## config.mk

```make
export PLATFORM = sky130hd
export DESIGN_NAME = player_input_bank
export DESIGN_NICKNAME = d
export VERILOG_FILES = /design/src/rtl/player_input_pkg.sv /design/src/rtl/player_input_bank_key_fifo.sv /design/src/rtl/player_input_bank.sv
export SDC_FILE = /design/constraint.sdc
export NUM_CORES = 1
export LEC_CHECK = 0
export ABC_AREA = 0
export BUFFER_PORTS_ARGS = -buffer_cell sky130_fd_sc_hd__buf_4
export CAP_MARGIN = 20
export CELL_PAD_IN_SITES_DETAIL_PLACEMENT = 0
export CELL_PAD_IN_SITES_GLOBAL_PLACEMENT = 2
export CORE_UTILIZATION = 37
export DETAILED_ROUTE_END_ITERATION = 10
export HOLD_SLACK_MARGIN = 0.15
export PLACE_DENSITY = 0.72
export SYNTH_ARGS = -nofsm -noshare
export SYNTH_HDL_FRONTEND = slang
export SYNTH_SLANG_ARGS = --single-unit
```

## constraint.sdc

```tcl
create_clock -name CLK -period 2.4 [get_ports CLK]
set_clock_uncertainty 0.1 [all_clocks]
set_input_delay 0.12 -clock CLK [delete_from_list [all_inputs] [get_ports CLK]]
set_output_delay 0.12 -clock CLK [all_outputs]
set_load 0.005 [all_outputs]
```

## src/rtl/player_input_pkg.sv

```systemverilog
// Shared register map, bit positions and decode types for the player input bank.
package player_input_pkg;

  localparam logic [11:0] ADDR_CTRL   = 12'd0;
  localparam logic [11:0] ADDR_STATUS = 12'd1;
  localparam logic [11:0] ADDR_KEY0   = 12'd2;

  localparam int FLUSH_BIT = 8;
  localparam int EMPTY_LSB = 8;
  localparam int EMPTY_BIT = 16;
  localparam int FULL_BIT  = 17;
  localparam int LEVEL_LSB = 24;

  typedef enum logic [1:0] {
    SEL_NONE,
    SEL_CTRL,
    SEL_STATUS,
    SEL_KEY
  } reg_sel_t;

  function automatic logic [11:0] key_addr(input int ch);
    return ADDR_KEY0 + 12'(ch);
  endfunction

endpackage

```

## src/rtl/player_input_bank_key_fifo.sv

```systemverilog
// One player's keycode queue plus the held key it presents after each pop.
module key_fifo #(
  parameter  int DEPTH = 8,
  parameter  int W     = 8,
  localparam int AW    = $clog2(DEPTH),
  localparam int LW    = AW + 1
) (
  input  logic          clk,
  input  logic          rst_n,
  input  logic          push,
  input  logic          pop,
  input  logic          flush,
  input  logic          ovf_clr,
  input  logic [W-1:0]  din,
  output logic [W-1:0]  dout,
  output logic          fresh,
  output logic          empty,
  output logic          full,
  output logic [LW-1:0] level,
  output logic          overflow
);

  logic [W-1:0]  mem [DEPTH];
  logic [AW-1:0] wr_ptr, rd_ptr;
  logic          push_ok, pop_ok, ovf_set;

  assign empty = (level == '0);
  assign full  = (level == LW'(DEPTH));

  // A pop on an empty queue is ignored, so a same-cycle push never bypasses to dout.
  assign pop_ok  = pop & ~empty & ~flush;
  assign push_ok = push & (~full | pop) & ~flush;
  assign ovf_set = push & full & ~pop & ~flush;

  always_ff @(posedge clk) begin
    if (push_ok) mem[wr_ptr] <= din;
  end

  always_ff @(posedge clk or negedge rst_n) begin
    if (!rst_n) begin
      wr_ptr   <= '0;
      rd_ptr   <= '0;
      level    <= '0;
      dout     <= '0;
      fresh    <= 1'b0;
      overflow <= 1'b0;
    end else if (flush) begin
      wr_ptr   <= '0;
      rd_ptr   <= '0;
      level    <= '0;
      fresh    <= 1'b0;
      overflow <= 1'b0;
    end else begin
      fresh <= pop_ok;
      if (push_ok) wr_ptr <= wr_ptr + AW'(1);
      if (pop_ok) begin
        rd_ptr <= rd_ptr + AW'(1);
        dout   <= mem[rd_ptr];
      end
      case ({push_ok, pop_ok})
        2'b10:   level <= level + LW'(1);
        2'b01:   level <= level - LW'(1);
        default: level <= level;
      endcase
      if (ovf_set)      overflow <= 1'b1;
      else if (ovf_clr) overflow <= 1'b0;
    end
  end

endmodule

```

## src/rtl/player_input_bank.sv

```systemverilog
// Avalon-MM slave feeding per-player keycode queues; also holds the global game mode.
module player_input_bank
  import player_input_pkg::*;
#(
  parameter int NUM_CH     = 2,
  parameter int FIFO_DEPTH = 8,
  parameter int KEY_W      = 8,
  parameter int MODE_W     = 3
) (
  input  logic                    CLK,
  input  logic                    RESET_N,
  input  logic                    AVL_READ,
  input  logic                    AVL_WRITE,
  input  logic                    AVL_CS,
  input  logic [3:0]              AVL_BYTE_EN,
  input  logic [11:0]             AVL_ADDR,
  input  logic [31:0]             AVL_WRITEDATA,
  output logic [31:0]             AVL_READDATA,
  input  logic [NUM_CH-1:0]       key_pop,
  output logic [NUM_CH*KEY_W-1:0] key_out,
  output logic [NUM_CH-1:0]       key_fresh,
  output logic [MODE_W-1:0]       game_mode
);

  localparam int LW = $clog2(FIFO_DEPTH) + 1;

  logic              wr, rd, flush, mode_we;
  logic [NUM_CH-1:0] push, ovf_clr, empty, full, overflow;
  logic [KEY_W-1:0]  key_arr   [NUM_CH];
  logic [LW-1:0]     level_arr [NUM_CH];
  reg_sel_t          sel;
  logic [31:0]       rd_mux;

  // Write wins when both strobes are up, so such a cycle is not a read.
  assign wr = AVL_WRITE & AVL_CS;
  assign rd = AVL_READ & AVL_CS & ~AVL_WRITE;

  always_comb begin
    if (AVL_ADDR == ADDR_CTRL)
      sel = SEL_CTRL;
    else if (AVL_ADDR == ADDR_STATUS)
      sel = SEL_STATUS;
    else if (AVL_ADDR >= ADDR_KEY0 && AVL_ADDR < ADDR_KEY0 + 12'(NUM_CH))
      sel = SEL_KEY;
    else
      sel = SEL_NONE;
  end

  assign mode_we = wr && (sel == SEL_CTRL) && AVL_BYTE_EN[0];
  assign flush   = wr && (sel == SEL_CTRL) && AVL_BYTE_EN[1] && AVL_WRITEDATA[FLUSH_BIT];

  always_comb begin
    push    = '0;
    ovf_clr = '0;
    for (int c = 0; c < NUM_CH; c++) begin
      push[c]    = wr && !flush && AVL_BYTE_EN[0] && (AVL_ADDR == key_addr(c));
      ovf_clr[c] = wr && (sel == SEL_STATUS) && AVL_BYTE_EN[0] && AVL_WRITEDATA[c];
    end
  end

  for (genvar g = 0; g < NUM_CH; g++) begin : g_ch
    key_fifo #(
      .DEPTH (FIFO_DEPTH),
      .W     (KEY_W)
    ) u_fifo (
      .clk      (CLK),
      .rst_n    (RESET_N),
      .push     (push[g]),
      .pop      (key_pop[g]),
      .flush    (flush),
      .ovf_clr  (ovf_clr[g]),
      .din      (AVL_WRITEDATA[KEY_W-1:0]),
      .dout     (key_arr[g]),
      .fresh    (key_fresh[g]),
      .empty    (empty[g]),
      .full     (full[g]),
      .level    (level_arr[g]),
      .overflow (overflow[g])
    );
    assign key_out[g*KEY_W +: KEY_W] = key_arr[g];
  end

  always_comb begin
    rd_mux = '0;
    case (sel)
      SEL_CTRL: rd_mux[MODE_W-1:0] = game_mode;
      SEL_STATUS: begin
        rd_mux[NUM_CH-1:0]          = overflow;
        rd_mux[EMPTY_LSB +: NUM_CH] = empty;
      end
      SEL_KEY: begin
        for (int c = 0; c < NUM_CH; c++) begin
          if (AVL_ADDR == key_addr(c)) begin
            rd_mux[KEY_W-1:0]       = key_arr[c];
            rd_mux[EMPTY_BIT]       = empty[c];
            rd_mux[FULL_BIT]        = full[c];
            rd_mux[LEVEL_LSB +: LW] = level_arr[c];
          end
        end
      end
      default: rd_mux = '0;
    endcase
  end

  always_ff @(posedge CLK or negedge RESET_N) begin
    if (!RESET_N) begin
      AVL_READDATA <= '0;
      game_mode    <= '0;
    end else begin
      if (rd)      AVL_READDATA <= rd_mux;
      if (mode_we) game_mode    <= AVL_WRITEDATA[MODE_W-1:0];
    end
  end

endmodule

```

Yosys cells after proc, flatten, opt, wreduce, memory -nomap -nowiden

Memories as Yosys holds them, arrays and structs flattened. A register that Yosys moved wholly into a read port is not among the register bits.
Index checks and enable logic that the tools add are counted.

Bits in registers: 43
Memory bits (writable): 128
Input bits: 55
Logic and storage cells: 131
Memories kept: 2

Add/subtract/negate cells: 8
Order comparisons: 2
Eq/ne operators: 12
Mux-type cells: 39
Bitwise logic cells: 27
Reductions and logical operators: 29

Memories:

| name               | words | width | read ports | clocked after memory_dff | write ports | RTL line                         | text |
|---|---|---|---|---|---|---|---|
| g_ch[0].u_fifo.mem | 8     | 8     | 1          | 1                        | 1           | player_input_bank_key_fifo.sv:23 | `logic [W-1:0] mem [DEPTH];` |
| g_ch[1].u_fifo.mem | 8     | 8     | 1          | 1                        | 1           | player_input_bank_key_fifo.sv:23 |  |

Operator list:

| cell                                                                                 | count |
|---|---|
| 12-bit by 2-bit equality test with 1-bit output, second input constant               | 2 |
| 3-bit 2-to-1 mux                                                                     | 8 |
| 4-bit 2-to-1 mux                                                                     | 5 |
| 1-bit bitwise AND                                                                    | 17 |
| 8-bit 2-to-1 mux                                                                     | 2 |
| 4-bit case mux with 2 select lines                                                   | 2 |
| 2-bit 2-to-1 mux                                                                     | 7 |
| 1-bit logical AND                                                                    | 13 |
| 3-bit by 1-bit adder with 3-bit output, second input constant                        | 4 |
| 12-bit by 1-bit equality test with 1-bit output, second input constant               | 1 |
| 12-bit by 2-bit greater-or-equal comparator with 1-bit output, second input constant | 1 |
| 12-bit logical NOT                                                                   | 1 |
| 12-bit by 3-bit < comparator with 1-bit output, second input constant                | 1 |
| 1-bit 2-to-1 mux                                                                     | 12 |
| 3-bit nonzero test                                                                   | 4 |
| 4-bit by 1-bit adder with 4-bit output, second input constant                        | 2 |
| 2-bit equality test, second input constant                                           | 4 |
| 4-bit equality test, second input constant                                           | 2 |
| 4-bit logical NOT                                                                    | 2 |
| 1-bit NOT                                                                            | 8 |
| 2-bit nonzero test                                                                   | 4 |
| 4-bit by 1-bit subtractor with 4-bit output, second input constant                   | 2 |
| 2-bit by 1-bit equality test with 1-bit output, second input constant                | 3 |
| 2-bit case mux with 3 select lines                                                   | 1 |
| other kinds (5)                                                                      | 9 |

Depth between registers and ports, before layout

Gate-level depths: netlist of the first run.

Depth after elaboration: 18
Mapped depth: 11

Cells and area by module

From an unflattened synthesis of the first run, not the netlist that was laid out.

Cell total of the unflattened synthesis: 578
Area, all modules: 8215.4 um^2

Modules (own cells, without submodules):

| module                     | instances | cells an instance | area an instance (um^2) | seq. area each (um^2) |
|---|---|---|---|---|
| key_fifo at g_ch[1].u_fifo | 1         | 224               | 3523.4                  | 2422.3 |
| key_fifo at g_ch[0].u_fifo | 1         | 239               | 3513.4                  | 2422.3 |
| player_input_bank          | 1         | 115               | 1178.6                  | 475.5 |

Worst setup path after synthesis of the first run

No wires, ideal clock.

Kind: input to register
From: input AVL_ADDR[11]
To: memory g_ch[1].u_fifo.mem[4][0], enable pin
Arrival: 2.169 ns
Setup slack: -0.267 ns
Stages on the path: 5
Path buffers: 0
Path through: nor4_2 nand3_1 or2_2 nand2b_1 nor4b_1

Word-level cells in the longest chain between the ends: 17
Elaborated cells between the ends (all ways): 22

Ends and longest elaborated chain:

| element                                                                                                                                | RTL line                         | text |
|---|---|---|
| start: declaration                                                                                                                     | player_input_bank.sv:16          | `input logic [11:0] AVL_ADDR,` |
| 12-bit by 2-bit greater-or-equal comparator with 1-bit output / 12-bit by 3-bit < comparator with 1-bit output (equally long branches) | player_input_bank.sv:43          | `else if (AVL_ADDR >= ADDR_KEY0 && AVL_ADDR < ADDR_KEY0 + 12'(NUM_CH))` |
| 1-bit logical AND                                                                                                                      | player_input_bank.sv:43          |  |
| 2-bit 2-to-1 mux                                                                                                                       | player_input_bank.sv:43          |  |
| 2-bit 2-to-1 mux                                                                                                                       | player_input_bank.sv:41          | `else if (AVL_ADDR == ADDR_STATUS)` |
| 2-bit 2-to-1 mux                                                                                                                       | player_input_bank.sv:39          | `if (AVL_ADDR == ADDR_CTRL)` |
| 2-bit by 1-bit equality test with 1-bit output                                                                                         | player_input_bank.sv:50          | `assign flush = wr && (sel == SEL_CTRL) && AVL_BYTE_EN[1] && AVL_WRITEDATA[FLUSH_BIT];` |
| 1-bit logical AND (3 in series)                                                                                                        | player_input_bank.sv:50          |  |
| 1-bit logical NOT                                                                                                                      | player_input_bank.sv:56          | `push[c] = wr && !flush && AVL_BYTE_EN[0] && (AVL_ADDR == key_addr(c));` |
| 1-bit logical AND (3 in series)                                                                                                        | player_input_bank.sv:56          |  |
| 1-bit bitwise AND                                                                                                                      | player_input_bank_key_fifo.sv:32 | `assign push_ok = push & (~full \| pop) & ~flush;` |
| 1-bit bitwise AND (*)                                                                                                                  | player_input_bank_key_fifo.sv:32 |  |
| 1-bit 2-to-1 mux (*)                                                                                                                   | player_input_bank_key_fifo.sv:36 | `if (push_ok) mem[wr_ptr] <= din;` |
| 1-bit 2-to-1 mux (not written as such) (*)                                                                                             | player_input_bank_key_fifo.sv:36 |  |
| end: declaration                                                                                                                       | player_input_bank_key_fifo.sv:23 |  |

Mark *: on every way between the ends. The rest lies on a longest branch, timed or not.

Final worst setup path of the first run

From: register g_ch[1].u_fifo.level[0]
To: register g_ch[1].u_fifo.level[2]

Word-level cells in the longest chain between the ends: 8
Elaborated cells between the ends (all ways): 16

Ends and longest elaborated chain:

| element                                                                                      | RTL line                         | text |
|---|---|---|
| start: declaration                                                                           | player_input_bank_key_fifo.sv:19 | `output logic [LW-1:0] level,` |
| start signal: assignment                                                                     | player_input_bank_key_fifo.sv:61 | `2'b10: level <= level + LW'(1);` |
| start signal: assignment                                                                     | player_input_bank_key_fifo.sv:62 | `2'b01: level <= level - LW'(1);` |
| start signal: assignment                                                                     | player_input_bank_key_fifo.sv:63 | `default: level <= level;` |
| 4-bit equality test                                                                          | player_input_bank_key_fifo.sv:28 | `assign full = (level == LW'(DEPTH));` |
| 1-bit NOT                                                                                    | player_input_bank_key_fifo.sv:32 |  |
| 1-bit bitwise OR                                                                             | player_input_bank_key_fifo.sv:32 |  |
| 1-bit bitwise AND (2 in series)                                                              | player_input_bank_key_fifo.sv:32 |  |
| 2-bit by 1-bit equality test with 1-bit output / 2-bit equality test (equally long branches) | player_input_bank_key_fifo.sv:60 | `case ({push_ok, pop_ok})` |
| 4-bit case mux with 2 select lines                                                           | player_input_bank_key_fifo.sv:60 |  |
| 4-bit 2-to-1 mux                                                                             | player_input_bank_key_fifo.sv:47 | `end else if (flush) begin` |

Several ways; a longest one is shown, not always the timed one.
A chain may end at the register's enable or synchronous reset.

==> impl_metrics.json, run 1 <==
{
  "cpMaxStageDelayCell": "dfrtp_2",
  "synth.mux.area_fraction_pct": 13.5,
  "synth_cell_types": 53,
  "portBuffers": 66,
  "crit_buf_inv": 1,
  "power.leakage_nw": 3.76,
  "grt-ovfl-total": 0,
  "first_pass_iters": 4,
  "synth-edff-count": 128,
  "maxCapViolCount": 0,
  "cp_top_family": "simple AND/OR/NAND/NOR gates",
  "synth_area_mm2": 0.00806,
  "maxSlewViolCount": 0,
  "path_cells": "nor3_4 -> nand3b_1 -> nor3b_4 -> nor3_4 -> buf_4 -> xor2_1 -> ha_1 -> nand3b_1 -> o311ai_1 -> a21oi_1 -> nor2_1",
  "irDropWorstVdd_v": 0.000493,
  "synth_compound_area_share_pct": 4.36,
  "power.density_mw_per_mm2": 972,
  "clk_pin_slew_ns": 0.07,
  "post_drt_wl_per_cell_um": 19.9,
  "syn_to_final_growth_pct": 23.0,
  "die_w_um": 150,
  "grt_pass1_wl_um": 28400,
  "grt_pass1_vias": 4753,
  "yosysTopAreaCell": "edfxtp_1",
  "diodes": 0,
  "async_flop_share_pct": 31.6,
  "rows": 53,
  "status": "finished, final reports clean",
  "max_freq_ghz": 0.431,
  "io_pins": 108,
  "worst_setup_path_end_kind": "flop",
  "hp-class": "primary input to asynchronous set/reset pin",
  "initial_core_util_pct": 38.1,
  "cts_tree": "done",
  "period_minus_slack_ns": 2.32,
  "grt_max_degree": 60,
  "yosysWarningCount": 0,
  "ys_ff_latch": 187,
  "period_share_pct": 96.6,
  "instances_no_fill": 932,
  "final_area_mm2": 0.00991,
  "synthFlopType": "edfxtp_1",
  "synth_seq_area_share_pct": 66.0,
  "syn_inst": 530,
  "grt_usage_pct": 17.5,
  "tightest_slew_ns": 0.808,
  "synthAdderAreaFrac_pct": 1.37,
  "htree_levels": 4,
  "hold_viol_final": 0,
  "dp_hpwl_um": 12600,
  "avgViaCountPerCell": 5.09,
  "r2r_slack_ns": 0.08,
  "setup_tns_ns": 0,
  "synth.top_cell.area_share_pct": 47.7,
  "clock_latency_ns": 0.43,
  "routed_wl_um": 18600,
  "crit_type": "flop to flop",
  "drive_above_1_share_pct": 31.7,
  "antenna_found_initial": 0,
  "slew_headroom_pct": 46.1,
  "clockRootBuffer": "clkbuf_16",
  "dp.cells": 881,
  "vias": 4742,
  "drt_iter0_drc": 291,
  "ant_nets": 0,
  "numClockSinks": 187,
  "grt_setup_unrepaired": "true",
  "dpl-instance-area_mm2": 0.00907,
  "dieArea_mm2": 0.0224,
  "coreArea_mm2": 0.0212,
  "setup_viol": 0,
  "required_ns": 2.61,
  "synth_top_cells_by_area": "edfxtp_1, dfrtp_1, mux4_2",
  "start_kind": "flop",
  "synthSimpleGateAreaFrac_pct": 9.15,
  "synth_top_family_by_area": "multiplexers",
  "die_h_um": 150,
  "drc": 0,
  "synth-xor-area-share_pct": 1.65,
  "cp.arrival_ns": 2.53,
  "cp_max_fo": 4,
  "cpPeakStageDelay_ns": 0.45,
  "nNetsFinal": 707,
  "synth.avg_cell_area_um2": 15.2,
  "cts_max_path_buffers": 2,
  "numCtsBuffers": 17,
  "gp_congestion": 0.769
}
==> flip-flops by register name, summed over array words and instances, names as in the netlist <==
register	flops
g_ch.u_fifo.mem	128
game_mode	3
g_ch.u_fifo.dout	16
g_ch.u_fifo.fresh	2
g_ch.u_fifo.rd_ptr	6
g_ch.u_fifo.wr_ptr	6
g_ch.u_fifo.level	8
AVL_READDATA	16
g_ch.u_fifo.overflow	2
==> timing repair <==
item	in CTS	in global routing
endpoints found under the hold margin	213	0
setup endpoints to repair	1	3
pin swaps	0	8
resized for setup	1	7
buffers inserted	0	2
hold buffers	17	0
==> metrics by stage <==
stage	power, mW	hold WS (ns)	util, %	setup WS [ns]
2_1_floorplan	5.86	-0.276	-	-0.267
3_3_place_gp	6.71	0.163	42.8	0.00923
3_5_place_dp	6.79	0.163	42.9	-0.00334
4_1_cts	9.70	0.194	46.7	0.0128
5_1_grt	10.1	0.250	46.9	-0.111
6_report	9.64	0.214	46.9	0.0815
==> path summary, 6_finish.rpt <==
kind | start | to | cells past startpoint
max | g_ch[1].u_fifo.level[0]$_DFFE_PN0P_ | g_ch[1].u_fifo.level[2]$_DFFE_PN0P_ | 11
min | RESET_N | AVL_READDATA[26]$_DFFE_PN0P_ | 2
max reg2reg | g_ch[1].u_fifo.level[0]$_DFFE_PN0P_ | g_ch[1].u_fifo.level[2]$_DFFE_PN0P_ | 11
min reg2reg | AVL_READDATA[0]$_DFFE_PN0P_ | AVL_READDATA[0]$_DFFE_PN0P_ | 2
max in group asynchronous | RESET_N | g_ch[1].u_fifo.level[2]$_DFFE_PN0P_ | 2
min in group CLK | AVL_ADDR[6] | AVL_READDATA[1]$_DFFE_PN0P_ | 6
==> where the power goes <==
part	internal, mW	switching [mW]	leakage, nW	total, mW
logic	1.42	1.22	1.55	2.65
registers	3.72	0.397	1.90	4.11
clock network	1.44	1.44	0.304	2.88
total	6.58	3.06	3.76	9.64
==> per-layer routing <==
layer	global-route usage (%)	routed length [um]
met1	24.0	8350
met2	28.1	9030
met5	0	0
met4	6.22	342
met3	3.02	848
==> cell families (layout without fill, tap and decap cells) <==
group                    after synthesis  after routing
AO/OA/AOI/OAI                         60             60
XOR/XNOR                              13             13
AND/OR/NAND/NOR                      142            142
flip-flops                           187            187
other                                  1             16
adder cells (fa/ha/maj)                9              9
buffers and inverters                 52            164
multiplexers                          66             66
==> worst reg2reg max path, cell delays in order, from the launching register on <==
cell and delay (ns):
dfrtp_2 0.45, nor3_4 0.22, nand3b_1 0.12, nor3b_4 0.18, nor3_4 0.23, buf_4 0.15, xor2_1 0.14, ha_1 0.18
nand3b_1 0.11, o311ai_1 0.11, a21oi_1 0.17, nor2_1 0.05
==> layout make-up <==
class                   count  area, um^2
flip-flops and latches    187        5320
inverters                   3        11.3
repair buffers            129        1010
clock inverters            15         206
clock buffers              17         425
fillers                  1861       11200
well taps                 275         344
multi-input cells         306        2590
==> synthesized netlist by cell type, types with 4 or more instances <==
library cell / number
o21ai_0: 25
nand3_1: 12
nor3b_1: 4
mux2i_1: 29
ha_1: 8
nand2_1: 49
nor3_1: 11
a31oi_1: 4
nor4b_1: 5
nor2_1: 32
clkbuf_1: 9
mux4_2: 34
buf_4: 19
nand3b_1: 4
a21oi_1: 17
buf_2: 10
o31ai_1: 5
edfxtp_1: 128
dfrtp_1: 59
buf_1: 7
xor2_1: 9
==> cell usage in the layout (no fill, tap or decap), drive strengths merged, types with 4 or more instances in the layout <==
master and count:
o31ai 5, inv 10, ha 8, nor4 5
edfxtp 128, mux2i 29, nor2 33, xor2 9
nor3b 5, mux4 34, nor3 11, o21ai 25
nand3 12, nand2 50, nand3b 4, dfrtp 59
a21oi 17, clkinv 8, conb 16, a31oi 4
clkbuf 17, xnor2 4, nor4b 5, dlygate4sd3 17
buf 112
(Power assumes the default switching activity.)
==> inputs of run 2 (changes only) <==
--- a/config.mk
+++ b/config.mk
@@ -10,6 +10,7 @@
 export CAP_MARGIN = 20
 export CELL_PAD_IN_SITES_DETAIL_PLACEMENT = 0
 export CELL_PAD_IN_SITES_GLOBAL_PLACEMENT = 2
+export CORE_ASPECT_RATIO = 1.25
 export CORE_UTILIZATION = 37
 export DETAILED_ROUTE_END_ITERATION = 10
 export HOLD_SLACK_MARGIN = 0.15
==> run 2 against run 1 <==
Count of clock-buffer cells in the layout increased by 4; global-route usage down 0.83 points; clock power shrank 6.9%; worst hold slack is essentially flat; largest cell class unchanged.
==> impl_metrics.json, run 2 (synthesis gave the netlist of run 1 again) <==
{
  "htree_levels": 4,
  "gp_congestion": 0.758,
  "setup_viol": 0,
  "rows": 60,
  "numClockSinks": 187,
  "drc": 0,
  "required_ns": 2.61,
  "hp-class": "primary input to asynchronous set/reset pin",
  "cpPeakStageDelay_ns": 0.43,
  "cp_top_family": "simple AND/OR/NAND/NOR gates",
  "grt-ovfl-total": 0,
  "numCtsBuffers": 17,
  "maxCapViolCount": 0,
  "r2r_slack_ns": 0.08,
  "power.density_mw_per_mm2": 951,
  "cp_max_fo": 4,
  "antenna_found_initial": 0,
  "final_cell_mix": "edfxtp_1, buf_4, dfrtp_1, nand2_1, mux4_2",
  "grt_pass1_wl_um": 27500,
  "grt_setup_unrepaired": "true",
  "largest_reg_flops": 128,
  "io_pins": 108,
  "clk_pin_slew_ns": 0.07,
  "dp_hpwl_um": 11900,
  "regMostFlops": "g_ch.u_fifo.mem",
  "status": "finished, final reports clean",
  "grt_usage_pct": 16.7,
  "portBuffers": 66,
  "die_w_um": 134,
  "crit_type": "flop to flop",
  "cpMaxStageDelayCell": "dfrtp_2",
  "path_cells": "nor3_2 -> nand3b_1 -> nor3b_4 -> nor3_4 -> buf_4 -> xor2_1 -> ha_2 -> nand3b_1 -> o311ai_1 -> a21oi_1 -> nor2_1",
  "initial_core_util_pct": 37.5,
  "syn_to_final_growth_pct": 23.8,
  "setup_tns_ns": 0,
  "period_share_pct": 96.6,
  "maxSlewViolCount": 0,
  "period_minus_slack_ns": 2.32,
  "cts_tree": "done",
  "r2r-start": "g_ch[1].u_fifo.level[2]$_DFFE_PN0P_",
  "clock_latency_ns": 0.42,
  "tightest_slew_ns": 0.814,
  "drt_iter0_drc": 256,
  "post_drt_wl_per_cell_um": 18.4,
  "first_pass_iters": 4,
  "vias": 4783,
  "die_h_um": 167,
  "cts_max_path_buffers": 2,
  "hold_viol_final": 0,
  "layout_commonest_cell": "edfxtp_1",
  "ant_nets": 0,
  "routed_wl_um": 17500,
  "cp.arrival_ns": 2.52,
  "irDropWorstVdd_v": 0.000508,
  "instances_no_fill": 948,
  "dieArea_mm2": 0.0224,
  "dp.cells": 892,
  "top_regs": "g_ch.u_fifo.mem: 128 flops, AVL_READDATA: 16 flops, g_ch.u_fifo.dout: 16 flops",
  "avgViaCountPerCell": 5.05,
  "slew_headroom_pct": 45.8,
  "grt_pass1_vias": 4860,
  "nNetsFinal": 719,
  "clockRootBuffer": "clkbuf_16",
  "reg2regPathDepth": 11,
  "crit_buf_inv": 1,
  "drive_above_1_share_pct": 33.0,
  "start_kind": "flop",
  "grt_max_degree": 60,
  "max_freq_ghz": 0.431,
  "cp_common_cell": "nand3b_1",
  "startpoint": "g_ch[1].u_fifo.level[2]$_DFFE_PN0P_",
  "power.leakage_nw": 3.78,
  "diodes": 0,
  "totalPowerFinal_mw": 9.49,
  "worst_setup_path_end_kind": "flop",
  "coreArea_mm2": 0.0215,
  "r2r_end": "g_ch[1].u_fifo.level[2]$_DFFE_PN0P_"
}
-- run 2: cell types whose count changed in the layout (fill, tap and decap cells not counted), sizes merged --
cell / change
clkinvlp: +2
inv: +1
buf: +11
clkinv: -7
clkbuf: +4
dlygate4sd3: +1
-- run 2: routing by layer --
| metal | wire length [um] | GRT usage, % |
|---|---|---|
| met5 | 0 | 0 |
| met2 | 8930 | 27.8 |
| met3 | 879 | 3.81 |
| met1 | 7440 | 21.5 |
| met4 | 213 | 5.29 |
-- run 2: how the worst max path moves through the flow --
stage          cells past startpoint                                  end  slack [ns]
6_report                          11  g_ch[1].u_fifo.level[2]$_DFFE_PN0P_        0.08
5_1_grt                           11  g_ch[1].u_fifo.level[2]$_DFFE_PN0P_       -0.08
4_1_cts                            8   g_ch[0].u_fifo.mem[7][3]$_DFFE_PP_        0.03
3_5_place_dp                      10  g_ch[1].u_fifo.level[3]$_DFFE_PN0P_        0.02
3_3_place_gp                      11  g_ch[0].u_fifo.level[3]$_DFFE_PN0P_        0.04
2_1_floorplan                      5   g_ch[1].u_fifo.mem[4][0]$_DFFE_PP_       -0.27
-- run 2: worst register-to-register path: cells and delay by family (launching register included) --
| family | cells | cell delay [ns] |
|---|---|---|
| AND/OR/NAND/NOR | 6 | 0.93 |
| flip-flops | 1 | 0.43 |
| AO/OA/AOI/OAI | 2 | 0.25 |
| adder cells (fa/ha/maj) | 1 | 0.20 |
| buffers and inverters | 1 | 0.15 |
| XOR/XNOR | 1 | 0.14 |
-- run 2: repair_timing --
action                                  in CTS  in global routing
hold buffers                                18                  0
pin swaps                                    0                 14
endpoints found under the hold margin      212                  0
buffers inserted                             0                  5
resized for setup                            1                 12
endpoints found under the setup margin       2                 36
-- run 2: where the power goes --
part           internal, mW  switching (mW)
combinational          1.49            1.25
clock                  1.45            1.23
sequential             3.72           0.355
-- run 2: area by class of cell --
class	instances	area, um^2
clock buffer	21	472
clock inverter	11	96.3
fill	1922	11500
inverter	3	11.3
multi-input combinational	306	2620
sequential	187	5320
tap	279	349
timing repair buffer	141	1110
-- run 2: metrics by stage --
step / hold WS [ns] / worst slack, ns / util (%) / cell area, um^2
after detailed placement: 0.165 / 0.0156 / 42.5 / 9130
final: 0.214 / 0.0823 / 46.5 / 9980
after global placement: 0.151 / 0.0365 / 42.5 / 9130
after CTS: 0.211 / 0.0315 / 46.0 / 9880
after floorplan: -0.276 / -0.267 / - / 8210
after global routing: 0.253 / -0.0788 / 46.5 / 9980
==> inputs of run 3 (changes only) <==
--- a/config.mk
+++ b/config.mk
@@ -12,6 +12,7 @@
 export CELL_PAD_IN_SITES_GLOBAL_PLACEMENT = 2
 export CORE_ASPECT_RATIO = 1.25
 export CORE_UTILIZATION = 37
+export CTS_BUF_LIST = sky130_fd_sc_hd__clkbuf_8 sky130_fd_sc_hd__clkbuf_16
 export DETAILED_ROUTE_END_ITERATION = 10
 export HOLD_SLACK_MARGIN = 0.15
 export PLACE_DENSITY = 0.72
==> run 3 against run 2 <==
Sequential cell count unchanged; sequential power about the same; critical endpoint unchanged; fmax about the same; largest power group unchanged; design area unchanged; via count about the same; sequential share of layout area unchanged; critical path type unchanged; wire length about the same; register-to-register slack about the same.
==> impl_metrics.json, run 3 (synthesis gave the netlist of run 1 again) <==
{
  "status": "finished, final reports clean",
  "cts_max_path_buffers": 2,
  "final_cell_mix": "edfxtp_1, buf_4, dfrtp_1, nand2_1, mux4_2",
  "grt_usage_pct": 16.7,
  "worst_setup_path_end_kind": "flop",
  "syn_to_final_growth_pct": 23.8,
  "top_regs": "g_ch.u_fifo.mem: 128 flops, AVL_READDATA: 16 flops, g_ch.u_fifo.dout: 16 flops",
  "crit_type": "flop to flop",
  "grt_max_degree": 60,
  "nNetsFinal": 719,
  "dp_hpwl_um": 11900,
  "required_ns": 2.61,
  "setup_tns_ns": 0,
  "grt_pass1_wl_um": 27500,
  "pwr-share-clk_pct": 28.2,
  "maxCapViolCount": 0,
  "switching_share_pct": 29.9,
  "grt-ovfl-total": 0,
  "portBuffers": 66,
  "totalPowerFinal_mw": 9.48,
  "start_kind": "flop",
  "layout_commonest_cell": "edfxtp_1",
  "vias": 4782,
  "drt_iter0_drc": 258,
  "power_frac_comb_pct": 28.8,
  "first_pass_iters": 4,
  "instances_no_fill": 948,
  "p_seq_share_pct": 43.0,
  "dieArea_mm2": 0.0224,
  "hold_slack_ns": 0.214,
  "largest_reg_flops": 128,
  "p_switching_mw": 2.83,
  "numClockSinks": 187,
  "grt_pass1_vias": 4860,
  "initial_core_util_pct": 37.5,
  "period_minus_slack_ns": 2.32,
  "clockRootBuffer": "clkbuf_16",
  "drive_above_1_share_pct": 33.0,
  "setup_viol": 0,
  "clk_pin_slew_ns": 0.07,
  "tightest_slew_ns": 0.814,
  "post_drt_wl_per_cell_um": 18.4,
  "dp.cells": 892,
  "power.density_mw_per_mm2": 950,
  "diodes": 0,
  "antenna_found_initial": 0,
  "avgViaCountPerCell": 5.04,
  "clock_latency_ns": 0.42,
  "die_w_um": 134,
  "coreArea_mm2": 0.0215,
  "cp_max_fo": 4,
  "grt_setup_unrepaired": "true",
  "period_share_pct": 96.6,
  "numCtsBuffers": 17,
  "drc": 0,
  "slew_headroom_pct": 45.7,
  "hold_viol_final": 0,
  "max_freq_ghz": 0.431,
  "ant_nets": 0,
  "rows": 60,
  "maxSlewViolCount": 0,
  "io_pins": 108,
  "die_h_um": 167,
  "regMostFlops": "g_ch.u_fifo.mem",
  "gp_congestion": 0.758,
  "cp.arrival_ns": 2.52,
  "cts_tree": "done",
  "hp-class": "primary input to asynchronous set/reset pin",
  "routed_wl_um": 17500,
  "irDropWorstVdd_v": 0.000508,
  "power.leakage_nw": 3.78,
  "htree_levels": 4,
  "p_int_mw": 6.64
}
## run 3: stage by stage
stage          cell area, um^2  setup slack [ns]  util, %
2_1_floorplan             8210            -0.267        -
3_3_place_gp              9130            0.0365     42.5
3_5_place_dp              9130            0.0156     42.5
4_1_cts                   9880            0.0315     46.0
5_1_grt                   9980           -0.0788     46.5
6_report                  9980            0.0825     46.5
## run 3: power groups by stage
| stage | clock network [mW] | logic, mW | registers, mW |
|---|---|---|---|
| floorplan | 0 | 1.90 | 3.97 |
| global placement | 0 | 2.65 | 4.13 |
| detailed placement | 0 | 2.69 | 4.13 |
| CTS | 2.75 | 2.73 | 4.07 |
| global route | 2.86 | 3.01 | 4.11 |
| finish | 2.67 | 2.73 | 4.07 |
## run 3: cell type report
| type | count | area [um^2] |
|---|---|---|
| clock inverter | 13 | 104 |
| inverter | 3 | 11.3 |
| multi-input combinational | 306 | 2620 |
| fill | 1922 | 11500 |
| clock buffer | 19 | 464 |
| tap | 279 | 349 |
| sequential | 187 | 5320 |
| timing repair buffer | 141 | 1110 |
## run 3: final timing paths
path / start / to / slack (ns) / cells past startpoint
max: g_ch[1].u_fifo.level[2]$_DFFE_PN0P_ / g_ch[1].u_fifo.level[2]$_DFFE_PN0P_ / 0.08 / 11
min: RESET_N / g_ch[0].u_fifo.level[0]$_DFFE_PN0P_ / 0.21 / 2
max reg2reg: g_ch[1].u_fifo.level[2]$_DFFE_PN0P_ / g_ch[1].u_fifo.level[2]$_DFFE_PN0P_ / 0.08 / 11
min reg2reg: AVL_READDATA[25]$_DFFE_PN0P_ / AVL_READDATA[25]$_DFFE_PN0P_ / 0.38 / 2
max in group asynchronous: RESET_N / g_ch[1].u_fifo.level[2]$_DFFE_PN0P_ / 1.38 / 2
min in group CLK: AVL_ADDR[5] / AVL_READDATA[8]$_DFFE_PN0P_ / 0.21 / 7
## run 3: critical path, stage by stage (launching register included)
cell and delay (ns):
dfrtp_2 0.43, nor3_2 0.21, nand3b_1 0.13, nor3b_4 0.18, nor3_4 0.24, buf_4 0.15
xor2_1 0.14, ha_2 0.20, nand3b_1 0.11, o311ai_1 0.09, a21oi_1 0.15, nor2_1 0.05
## run 3: layer usage
| metal | track usage (%) | up-vias | part of all wire [%] |
|---|---|---|---|
| li1 | - | 2228 | - |
| met1 | 21.5 | 2402 | 43 |
| met2 | 27.8 | 140 | 51 |
| met3 | 3.81 | 12 | 5.1 |
| met4 | 5.29 | 0 | 1.2 |
| met5 | 0 | - | 0 |
## run 3: timing repair
action                                  CTS  global route
resized for setup                         1            12
hold buffers                             18             0
hold endpoints to repair                212             0
endpoints found under the setup margin    2            36
pin swaps                                 0            14
cloned                                    0             0
buffers inserted                          0             5
